**src/rtl/riscv_cpu_pkg.sv**
```systemverilog
// Shared pipeline types and constants for the CPU.
// Holds the EX->MEM and MEM->WB bundles plus the load/store size encodings.
package riscv_cpu_pkg;

  localparam int DATA_WIDTH = 32;
  localparam int ADDR_WIDTH = 5;

  localparam logic [1:0] MEM_SIZE_BYTE = 2'b00;
  localparam logic [1:0] MEM_SIZE_HALF = 2'b01;
  localparam logic [1:0] MEM_SIZE_WORD = 2'b10;

  typedef enum logic [1:0] {
    IDLE        = 2'b00,
    REQ         = 2'b01,
    WAIT_RVALID = 2'b10
  } mem_state_e;

  typedef struct packed {
    logic [DATA_WIDTH-1:0] pc;
    logic [ADDR_WIDTH-1:0] rd_addr;
    logic                  reg_we;
  } id2ex_t;

  typedef struct packed {
    id2ex_t                id_stage;
    logic [DATA_WIDTH-1:0] alu_result;
    logic [DATA_WIDTH-1:0] rs2_data;
    logic                  mem_req;
    logic                  mem_we;
    logic [1:0]            mem_size;
    logic                  mem_unsigned;
  } ex2mem_t;

  typedef struct packed {
    ex2mem_t               ex_stage;
    logic [DATA_WIDTH-1:0] mem_data;
  } mem2wb_t;

  // Size encoding 2'b11 is handled as a word access.
  function automatic logic is_misaligned(input logic [1:0] size, input logic [1:0] addr_lo);
    logic result;
    case (size)
      MEM_SIZE_BYTE: result = 1'b0;
      MEM_SIZE_HALF: result = addr_lo[0];
      default:       result = (addr_lo != 2'b00);
    endcase
    return result;
  endfunction

endpackage

```
**src/rtl/lsu_align.sv**
```systemverilog
// Combinational load/store lane alignment: byte enables, store data replication,
// misalignment detection and load data extraction with sign/zero extension.
module lsu_align
  import riscv_cpu_pkg::*;
(
  input  logic [1:0]            size,
  input  logic [1:0]            addr_lo,
  input  logic                  is_unsigned,
  input  logic [DATA_WIDTH-1:0] rs2_data,
  input  logic [DATA_WIDTH-1:0] rdata,
  output logic [3:0]            be,
  output logic [DATA_WIDTH-1:0] wdata,
  output logic                  misaligned,
  output logic [DATA_WIDTH-1:0] rdata_fmt
);

  logic [DATA_WIDTH-1:0] lane;
  logic                  sign_bit;

  assign misaligned = is_misaligned(size, addr_lo);
  assign lane       = rdata >> {addr_lo, 3'b000};

  always_comb begin
    be        = 4'b1111;
    wdata     = rs2_data;
    sign_bit  = 1'b0;
    rdata_fmt = rdata;
    case (size)
      MEM_SIZE_BYTE: begin
        be        = 4'b0001 << addr_lo;
        wdata     = {4{rs2_data[7:0]}};
        sign_bit  = ~is_unsigned & lane[7];
        rdata_fmt = {{24{sign_bit}}, lane[7:0]};
      end
      MEM_SIZE_HALF: begin
        be        = 4'b0011 << addr_lo;
        wdata     = {2{rs2_data[15:0]}};
        sign_bit  = ~is_unsigned & lane[15];
        rdata_fmt = {{16{sign_bit}}, lane[15:0]};
      end
      default: begin
        be        = 4'b1111;
        wdata     = rs2_data;
        rdata_fmt = rdata;
      end
    endcase
  end

endmodule

```
**src/rtl/mem_stage.sv**
```systemverilog
// Memory-access pipeline stage: one load/store per accepted bundle over a
// req/gnt/rvalid bus, with a registered one-cycle completion pulse towards WB.
module mem_stage
  import riscv_cpu_pkg::*;
(
  input  logic                  clk_i,
  input  logic                  rst_i,
  input  ex2mem_t               mem_pipeline_i,
  input  logic                  valid_i,
  output logic                  ready_o,
  output mem2wb_t               wb_pipeline_o,
  output logic                  valid_o,
  output logic                  misaligned_o,
  output logic                  data_req_o,
  input  logic                  data_gnt_i,
  output logic [DATA_WIDTH-1:0] data_addr_o,
  output logic                  data_we_o,
  output logic [3:0]            data_be_o,
  output logic [DATA_WIDTH-1:0] data_wdata_o,
  input  logic                  data_rvalid_i,
  input  logic [DATA_WIDTH-1:0] data_rdata_i
);

  mem_state_e state_reg, state_next;
  ex2mem_t    bundle_reg, bundle_next;
  mem2wb_t    wb_reg, wb_next;
  logic       valid_reg, valid_next;
  logic       misaligned_reg, misaligned_next;

  logic [1:0]            acc_size;
  logic [DATA_WIDTH-1:0] acc_addr;
  logic [DATA_WIDTH-1:0] acc_rs2;
  logic                  acc_unsigned;
  logic [3:0]            align_be;
  logic [DATA_WIDTH-1:0] align_wdata;
  logic                  align_misaligned;
  logic [DATA_WIDTH-1:0] align_rdata;

  // In IDLE the aligner checks the incoming bundle; otherwise it drives the
  // bus and formats read data from the latched bundle, which stays frozen.
  always_comb begin
    if (state_reg == IDLE) begin
      acc_size     = mem_pipeline_i.mem_size;
      acc_addr     = mem_pipeline_i.alu_result;
      acc_rs2      = mem_pipeline_i.rs2_data;
      acc_unsigned = mem_pipeline_i.mem_unsigned;
    end else begin
      acc_size     = bundle_reg.mem_size;
      acc_addr     = bundle_reg.alu_result;
      acc_rs2      = bundle_reg.rs2_data;
      acc_unsigned = bundle_reg.mem_unsigned;
    end
  end

  lsu_align u_lsu_align (
    .size        (acc_size),
    .addr_lo     (acc_addr[1:0]),
    .is_unsigned (acc_unsigned),
    .rs2_data    (acc_rs2),
    .rdata       (data_rdata_i),
    .be          (align_be),
    .wdata       (align_wdata),
    .misaligned  (align_misaligned),
    .rdata_fmt   (align_rdata)
  );

  assign ready_o       = (state_reg == IDLE);
  assign data_req_o    = (state_reg == REQ);
  assign data_addr_o   = {acc_addr[DATA_WIDTH-1:2], 2'b00};
  assign data_we_o     = (state_reg == IDLE) ? mem_pipeline_i.mem_we : bundle_reg.mem_we;
  assign data_be_o     = align_be;
  assign data_wdata_o  = align_wdata;
  assign wb_pipeline_o = wb_reg;
  assign valid_o       = valid_reg;
  assign misaligned_o  = misaligned_reg;

  always_ff @(posedge clk_i) begin
    if (rst_i) begin
      state_reg      <= IDLE;
      bundle_reg     <= '0;
      wb_reg         <= '0;
      valid_reg      <= 1'b0;
      misaligned_reg <= 1'b0;
    end else begin
      state_reg      <= state_next;
      bundle_reg     <= bundle_next;
      wb_reg         <= wb_next;
      valid_reg      <= valid_next;
      misaligned_reg <= misaligned_next;
    end
  end

  always_comb begin
    state_next      = state_reg;
    bundle_next     = bundle_reg;
    wb_next         = wb_reg;
    valid_next      = 1'b0;
    misaligned_next = 1'b0;
    case (state_reg)
      IDLE: begin
        if (valid_i) begin
          if (!mem_pipeline_i.mem_req) begin
            wb_next.ex_stage = mem_pipeline_i;
            wb_next.mem_data = '0;
            valid_next       = 1'b1;
          end else if (align_misaligned) begin
            // Faulting access: retire immediately without touching the bus.
            wb_next.ex_stage                 = mem_pipeline_i;
            wb_next.ex_stage.id_stage.reg_we = 1'b0;
            wb_next.mem_data                 = '0;
            valid_next                       = 1'b1;
            misaligned_next                  = 1'b1;
          end else begin
            bundle_next = mem_pipeline_i;
            state_next  = REQ;
          end
        end
      end
      REQ: begin
        if (data_gnt_i) begin
          if (bundle_reg.mem_we) begin
            wb_next.ex_stage                 = bundle_reg;
            wb_next.ex_stage.id_stage.reg_we = 1'b0;
            wb_next.mem_data                 = '0;
            valid_next                       = 1'b1;
            state_next                       = IDLE;
          end else begin
            state_next = WAIT_RVALID;
          end
        end
      end
      WAIT_RVALID: begin
        if (data_rvalid_i) begin
          wb_next.ex_stage = bundle_reg;
          wb_next.mem_data = align_rdata;
          valid_next       = 1'b1;
          state_next       = IDLE;
        end
      end
      default: state_next = IDLE;
    endcase
  end

endmodule

```
**config.mk**
```make
export PLATFORM = sky130hd
export DESIGN_NAME = mem_stage
export DESIGN_NICKNAME = d
export VERILOG_FILES = /design/src/rtl/riscv_cpu_pkg.sv /design/src/rtl/lsu_align.sv /design/src/rtl/mem_stage.sv
export SDC_FILE = /design/constraint.sdc
export NUM_CORES = 1
export LEC_CHECK = 0
export BUFFER_PORTS_ARGS = -buffer_cell sky130_fd_sc_hd__buf_2
export CAP_MARGIN = 20
export CORE_UTILIZATION = 30
export CTS_BUF_LIST = sky130_fd_sc_hd__clkbuf_8 sky130_fd_sc_hd__clkbuf_16
export CTS_CLUSTER_SIZE = 30
export DETAILED_ROUTE_END_ITERATION = 16
export PLACE_DENSITY = 0.55
export SETUP_SLACK_MARGIN = 0.4
export SKIP_CTS_REPAIR_TIMING = 1
export SYNTH_ARGS = -nofsm -noshare
export SYNTH_HDL_FRONTEND = slang
export SYNTH_SLANG_ARGS = --single-unit
```
**constraint.sdc**
```tcl
create_clock -name clk_i -period 2.6 [get_ports clk_i]
set_input_delay 0.26 -clock clk_i [delete_from_list [all_inputs] [get_ports clk_i]]
set_output_delay 0.26 -clock clk_i [all_outputs]
set_load 0.01 [all_outputs]
```
== Word-level counts from Yosys, hierarchy flattened ==
Cells that the tools add are included.

* Bits in registers: 250
* Bits of input ports: 144
* Word-level logic and storage cells: 80

* Eq/ne operators: 10
* Shift-type cells: 3
* Mux-type cells: 30
* Bitwise gates (word level): 7
* Reductions and logical operators: 8

{| class="wikitable"
|+ Operators by type and width
! kind !! number
|-
| 2-to-1 mux 139 bit || 6
|-
| one-hot mux 139 bit (3 select lines) || 1
|-
| one-hot mux 32 bit (2 select lines) || 2
|-
| 2-to-1 mux 32 bit || 2
|-
| >> shifter 32 x 5 -> 16 bit || 1
|-
| 2-to-1 mux 2 bit || 7
|-
| 2-to-1 mux 1 bit || 8
|-
| inequality test 2 bit (second input constant) || 4
|-
| one-hot mux 4 bit (2 select lines) || 1
|-
| one-hot mux 2 bit (3 select lines) || 1
|-
| AND reduction 6 bit || 1
|-
| NOT 1 bit || 5
|-
| AND reduction 5 bit || 1
|-
| equality test 2 x 1 -> 1 bit (second input constant) || 2
|-
| zero test 2 bit || 2
|-
| inequality test 2 x 1 -> 1 bit (second input constant) || 2
|-
| AND reduction 4 bit || 1
|-
| OR reduction 4 bit || 1
|-
| << shifter 1 x 2 -> 4 bit (first input constant) || 1
|-
| << shifter 2 x 2 -> 4 bit (first input constant) || 1
|-
| inequality test 3 x 2 -> 1 bit (second input constant) || 1
|-
| one-hot mux 1 bit (3 select lines) || 1
|-
| nonzero test 3 bit || 1
|-
| AND 1 bit || 2
|-
| 3 further kinds || 3
|}

== Depth between registers and ports, before layout ==
* Depth in word-level cells: 8
* Mapped depth: 11
* Mapped depth without buffers: 7

== Cells and area by module ==
Synthesis repeated with hierarchy kept, for this count alone.

* Cell total of the unflattened synthesis: 1572
* Area total of the unflattened synthesis: 13048.8 um^2

{| class="wikitable"
|+ Modules (own cells, without submodules)
! module !! times used !! cells each !! area an instance (um^2) !! sequential area each (um^2)
|-
| mem_stage || 1 || 1379 || 11797.6 || 5004.8
|-
| lsu_align || 1 || 193 || 1251.2 || 0.0
|}

== Worst setup path before layout ==
OpenSTA, ideal clock, no wires.

* Path kind: reg2out
* Start point: reg state_reg[0]
* End point: out data_wdata_o[11]
* Data arrival time: 2143 ps
* Data required time: 2340 ps
* Slack: 197 ps
* Stages on the path, launching flop included: 11
* Cells stage by stage: dfxtp_1 -> inv_1 -> ha_1 -> buf_6 -> buf_6 -> buf_2 -> nor3_1 -> a21oi_1 -> clkbuf_1 -> nor2_1 -> a21oi_1

* Cells in the longest elaborated chain, start to end: 4
* Elaborated cells between the ends (all ways): 6
* Classes of those cells: 1 x eq/ne; 3 x mux; 2 x reduce/logical

{| class="wikitable"
|+ RTL lines
! what !! RTL line !! RTL
|-
| from (decl) || mem_stage.sv:24 || <nowiki>mem_state_e state_reg, state_next;</nowiki>
|-
| from (signal assigned) || mem_stage.sv:85 || <nowiki>state_reg <= state_next;</nowiki>
|-
| zero test 2 bit * || - ||
|-
| net ready_o || mem_stage.sv:10 || <nowiki>output logic ready_o,</nowiki>
|-
| 2-to-1 mux 2 bit || mem_stage.sv:42 || <nowiki>if (state_reg == IDLE) begin</nowiki>
|-
| equality test 2 x 1 -> 1 bit / zero test 2 bit (equally long branches) || lsu_align.sv:28 || <nowiki>case (size)</nowiki>
|-
| one-hot mux 32 bit (2 select lines) * || lsu_align.sv:28 ||
|-
| to (decl) || mem_stage.sv:19 || <nowiki>output logic [DATA_WIDTH-1:0] data_wdata_o,</nowiki>
|}

Mark *: on every way through the listed nets, which the timed path passes. The rest lies on a longest branch.

== Final worst setup path ==
* Start point: reg state_reg[0]
* End point: out data_wdata_o[9]

* Cells in the longest elaborated chain, start to end: 4
* Elaborated cells between the ends (all ways): 6
* Classes of those cells: 1 x eq/ne; 3 x mux; 2 x reduce/logical

{| class="wikitable"
|+ RTL lines
! what !! RTL line
|-
| zero test 2 bit * || mem_stage.sv:42
|-
| 2-to-1 mux 2 bit || mem_stage.sv:42
|-
| equality test 2 x 1 -> 1 bit / zero test 2 bit (equally long branches) || lsu_align.sv:28
|-
| one-hot mux 32 bit (2 select lines) * || lsu_align.sv:28
|}

Every way passes the cells marked *; elsewhere a longest branch is shown, timed or not.

==> flow_summary.json <==
{
  "fin_cells": 2368,
  "die_y_um": 194,
  "synth_cell_types": 49,
  "fillers": 3309,
  "synth_top_family_by_area": "compound AO/OA/AOI/OAI gates",
  "synthFlopType": "dfxtp_1",
  "rsz0062_at_grt": "true",
  "cp_data_arrival_time_ns": 2.32,
  "synth_area_per_cell_um2": 8.11,
  "rows": 70,
  "period_share_pct": 99.2,
  "yosysTopAreaCellShare_pct": 45.1,
  "reg2reg_slack_ns": 0.12,
  "min-delay-path-class": "in2reg",
  "numCtsBuffers": 30,
  "synth_simple_gate_area_share_pct": 20.4,
  "synth_edf_count": 0,
  "synth_most_common_cell": "nand2_1",
  "grt_remaining_overflow": 0,
  "syn_area_um2": 11100,
  "setup_ws_ns": 0.0209,
  "ir_worst_vdd_v": 0.000594,
  "max_clock_freq_mhz": 388,
  "cts_tree": "built",
  "fin_skew_ns": 0.0207,
  "seq_area_frac_synth_pct": 45.1,
  "grt_max_degree": 105,
  "drtAntennaViolNets": 0,
  "maxCapViolCount": 0,
  "nets": 2023,
  "pre_cts_ws_ns": 0.00436,
  "r2r-start": "state_reg[0]$_SDFFE_PP0P_",
  "synth_xor_area_share_pct": 0,
  "slew_viol_final": 0,
  "grt_pass1_wl_um": 63500,
  "root_buffer": "clkbuf_16",
  "synth_common_cells": "nand2_1, dfxtp_1, nor2_1",
  "syn_inst": 1367,
  "required_ns": 2.34,
  "cp_max_fo": 15,
  "portBuffers": 353,
  "setup_viol": 0,
  "crit_end": "data_wdata_o[9]",
  "htree_levels": 1,
  "die_x_um": 194,
  "via_per_inst": 5.37,
  "startpoint": "state_reg[0]$_SDFFE_PP0P_",
  "slew_headroom_pct": 10.5,
  "core_um2": 36500,
  "antenna_found_initial": 3,
  "outcome": "finished, violations left",
  "worst_setup_path_start_kind": "flop",
  "clock_sinks": 250,
  "muxShareOfSynthArea_pct": 6.92,
  "clock_latency_ns": 0.58,
  "clk_pin_slew_ns": 0.06,
  "timing.hold.ws_ns": -0.0144,
  "violations": "hold timing",
  "path_class": "reg2out",
  "grt_usage_pct": 21.0,
  "place_congestion": 0.868,
  "grt_pass1_vias": 10871,
  "period_minus_slack_ns": 2.58,
  "dp_cells": 2098,
  "cts.path.max_buffers": 3,
  "drtPass1Iterations": 7,
  "drc_errors": 0,
  "ios": 356,
  "synthAdderAreaFrac_pct": 0.564,
  "ys_async_sr_fraction_pct": 0,
  "hold_viol_final": 3,
  "p_per_area_nw_per_um2": 846,
  "worst_pin_slew_ns": 1.34,
  "wl_um": 50500,
  "dieArea_um2": 37700,
  "areaGrowthSynthToFinish_pct": 71.0,
  "r2r-end": "wb_pipeline_o[57]$_SDFFE_PP0P_",
  "yosysTopAreaCell": "dfxtp_1",
  "layout-drive-gt1-share_pct": 43.9,
  "utilization_pct": 51.9,
  "reg2regPathDepth": 7,
  "post-dp-hpwl_um": 27700,
  "drtIter0Drc": 692,
  "vias": 12727,
  "start_util_pct": 30.4,
  "yosysWarningCount": 0,
  "synthTopCellsByArea": "dfxtp_1, nand2_1, a221oi_1",
  "synth_compound_area_share_pct": 21.3,
  "ys_ff_latch": 250,
  "wl_per_cell_um": 21.3,
  "largest_reg_flops": 139,
  "p_leak_uw": 0.00811,
  "end_kind": "primary output"
}
-- layer usage --
layer	vias up	wire length (um)	global-route usage, %
met3	98	3320	5.08
met2	484	25100	35.5
met1	6219	20600	26.5
met5	-	8	0
met4	2	1440	5.58
li1	5924	-	-
-- worst min-delay path by stage --
stage | start | end | slack, ns | cells past startpoint
after floorplan | mem_pipeline_i[100] | bundle_reg[100]$_SDFFE_PP0P_ | 0.40 | 2
after global placement | wb_pipeline_o[17]$_SDFFE_PP0P_ | wb_pipeline_o[17]$_SDFFE_PP0P_ | 0.43 | 2
after detailed placement | wb_pipeline_o[11]$_SDFFE_PP0P_ | wb_pipeline_o[11]$_SDFFE_PP0P_ | 0.44 | 2
after CTS | mem_pipeline_i[102] | bundle_reg[102]$_SDFFE_PP0P_ | -0.1 | 3
after global routing | mem_pipeline_i[16] | bundle_reg[16]$_SDFFE_PP0P_ | -0.005 | 3
final | mem_pipeline_i[18] | bundle_reg[18]$_SDFFE_PP0P_ | -0.01 | 3
-- power by group --
| part | total [uW] | leakage (uW) | internal (uW) | switching, uW |
|---|---|---|---|---|
| Combinational | 6620 | 0.00552 | 3040 | 3580 |
| Clock | 4710 | 0.000544 | 2900 | 1800 |
| Sequential | 4700 | 0.00205 | 4360 | 341 |
-- final cells by class --
class,count,area (um2),area share [%]
Clock buffer,36,845,4.45
Timing Repair Buffer,604,5100,26.9
Multi-Input combinational cell,979,7100,37.5
Clock inverter,20,267,1.41
Antenna cell,2,5.00,0.0264
Tap cell,468,586,3.09
Inverter,9,41.3,0.218
Sequential cell,250,5010,26.4
-- placed cells by master (no fill, tap or decap), types with 49 or more instances in the layout --
cell type        n
a21oi_1         73
a21oi_2         49
a221oi_1        66
buf_2          316
buf_4           66
buf_6           68
clkbuf_16       57
dfxtp_1        248
dlygate4sd3_1   94
nand2_1        212
nand2_4         51
nor2_1         144
nor3_1         107
-- worst max-delay path, stage by stage (launching register included) --
cell and delay, ns:
dfxtp_4 0.37, inv_4 0.04, ha_4 0.20, buf_6 0.15, clkbuf_16 0.16, a21oi_2 0.14, buf_6 0.18, mux2_2 0.34
buf_2 0.15
-- kinds of logic (layout without fill, tap and decap cells) --
group,Yosys count,count (layout)
and+or+nand+nor,551,552
AOI/OAI and AO/OA,346,350
DFF,250,250
buffers and inverters,144,669
muxes,70,70
adders and majority gates,5,5
other,1,4
-- stage by stage --
stage	setup TNS (ns)	total power (uW)	area [um2]
detailed placement	0	9100	13400
global route	-0.153	16700	19000
finish	0	16000	19000
global placement	0	9050	13400
CTS	-9.95	13800	14500
floorplan	0	7340	11100
Note: power is estimated with default switching activity, not from simulation.
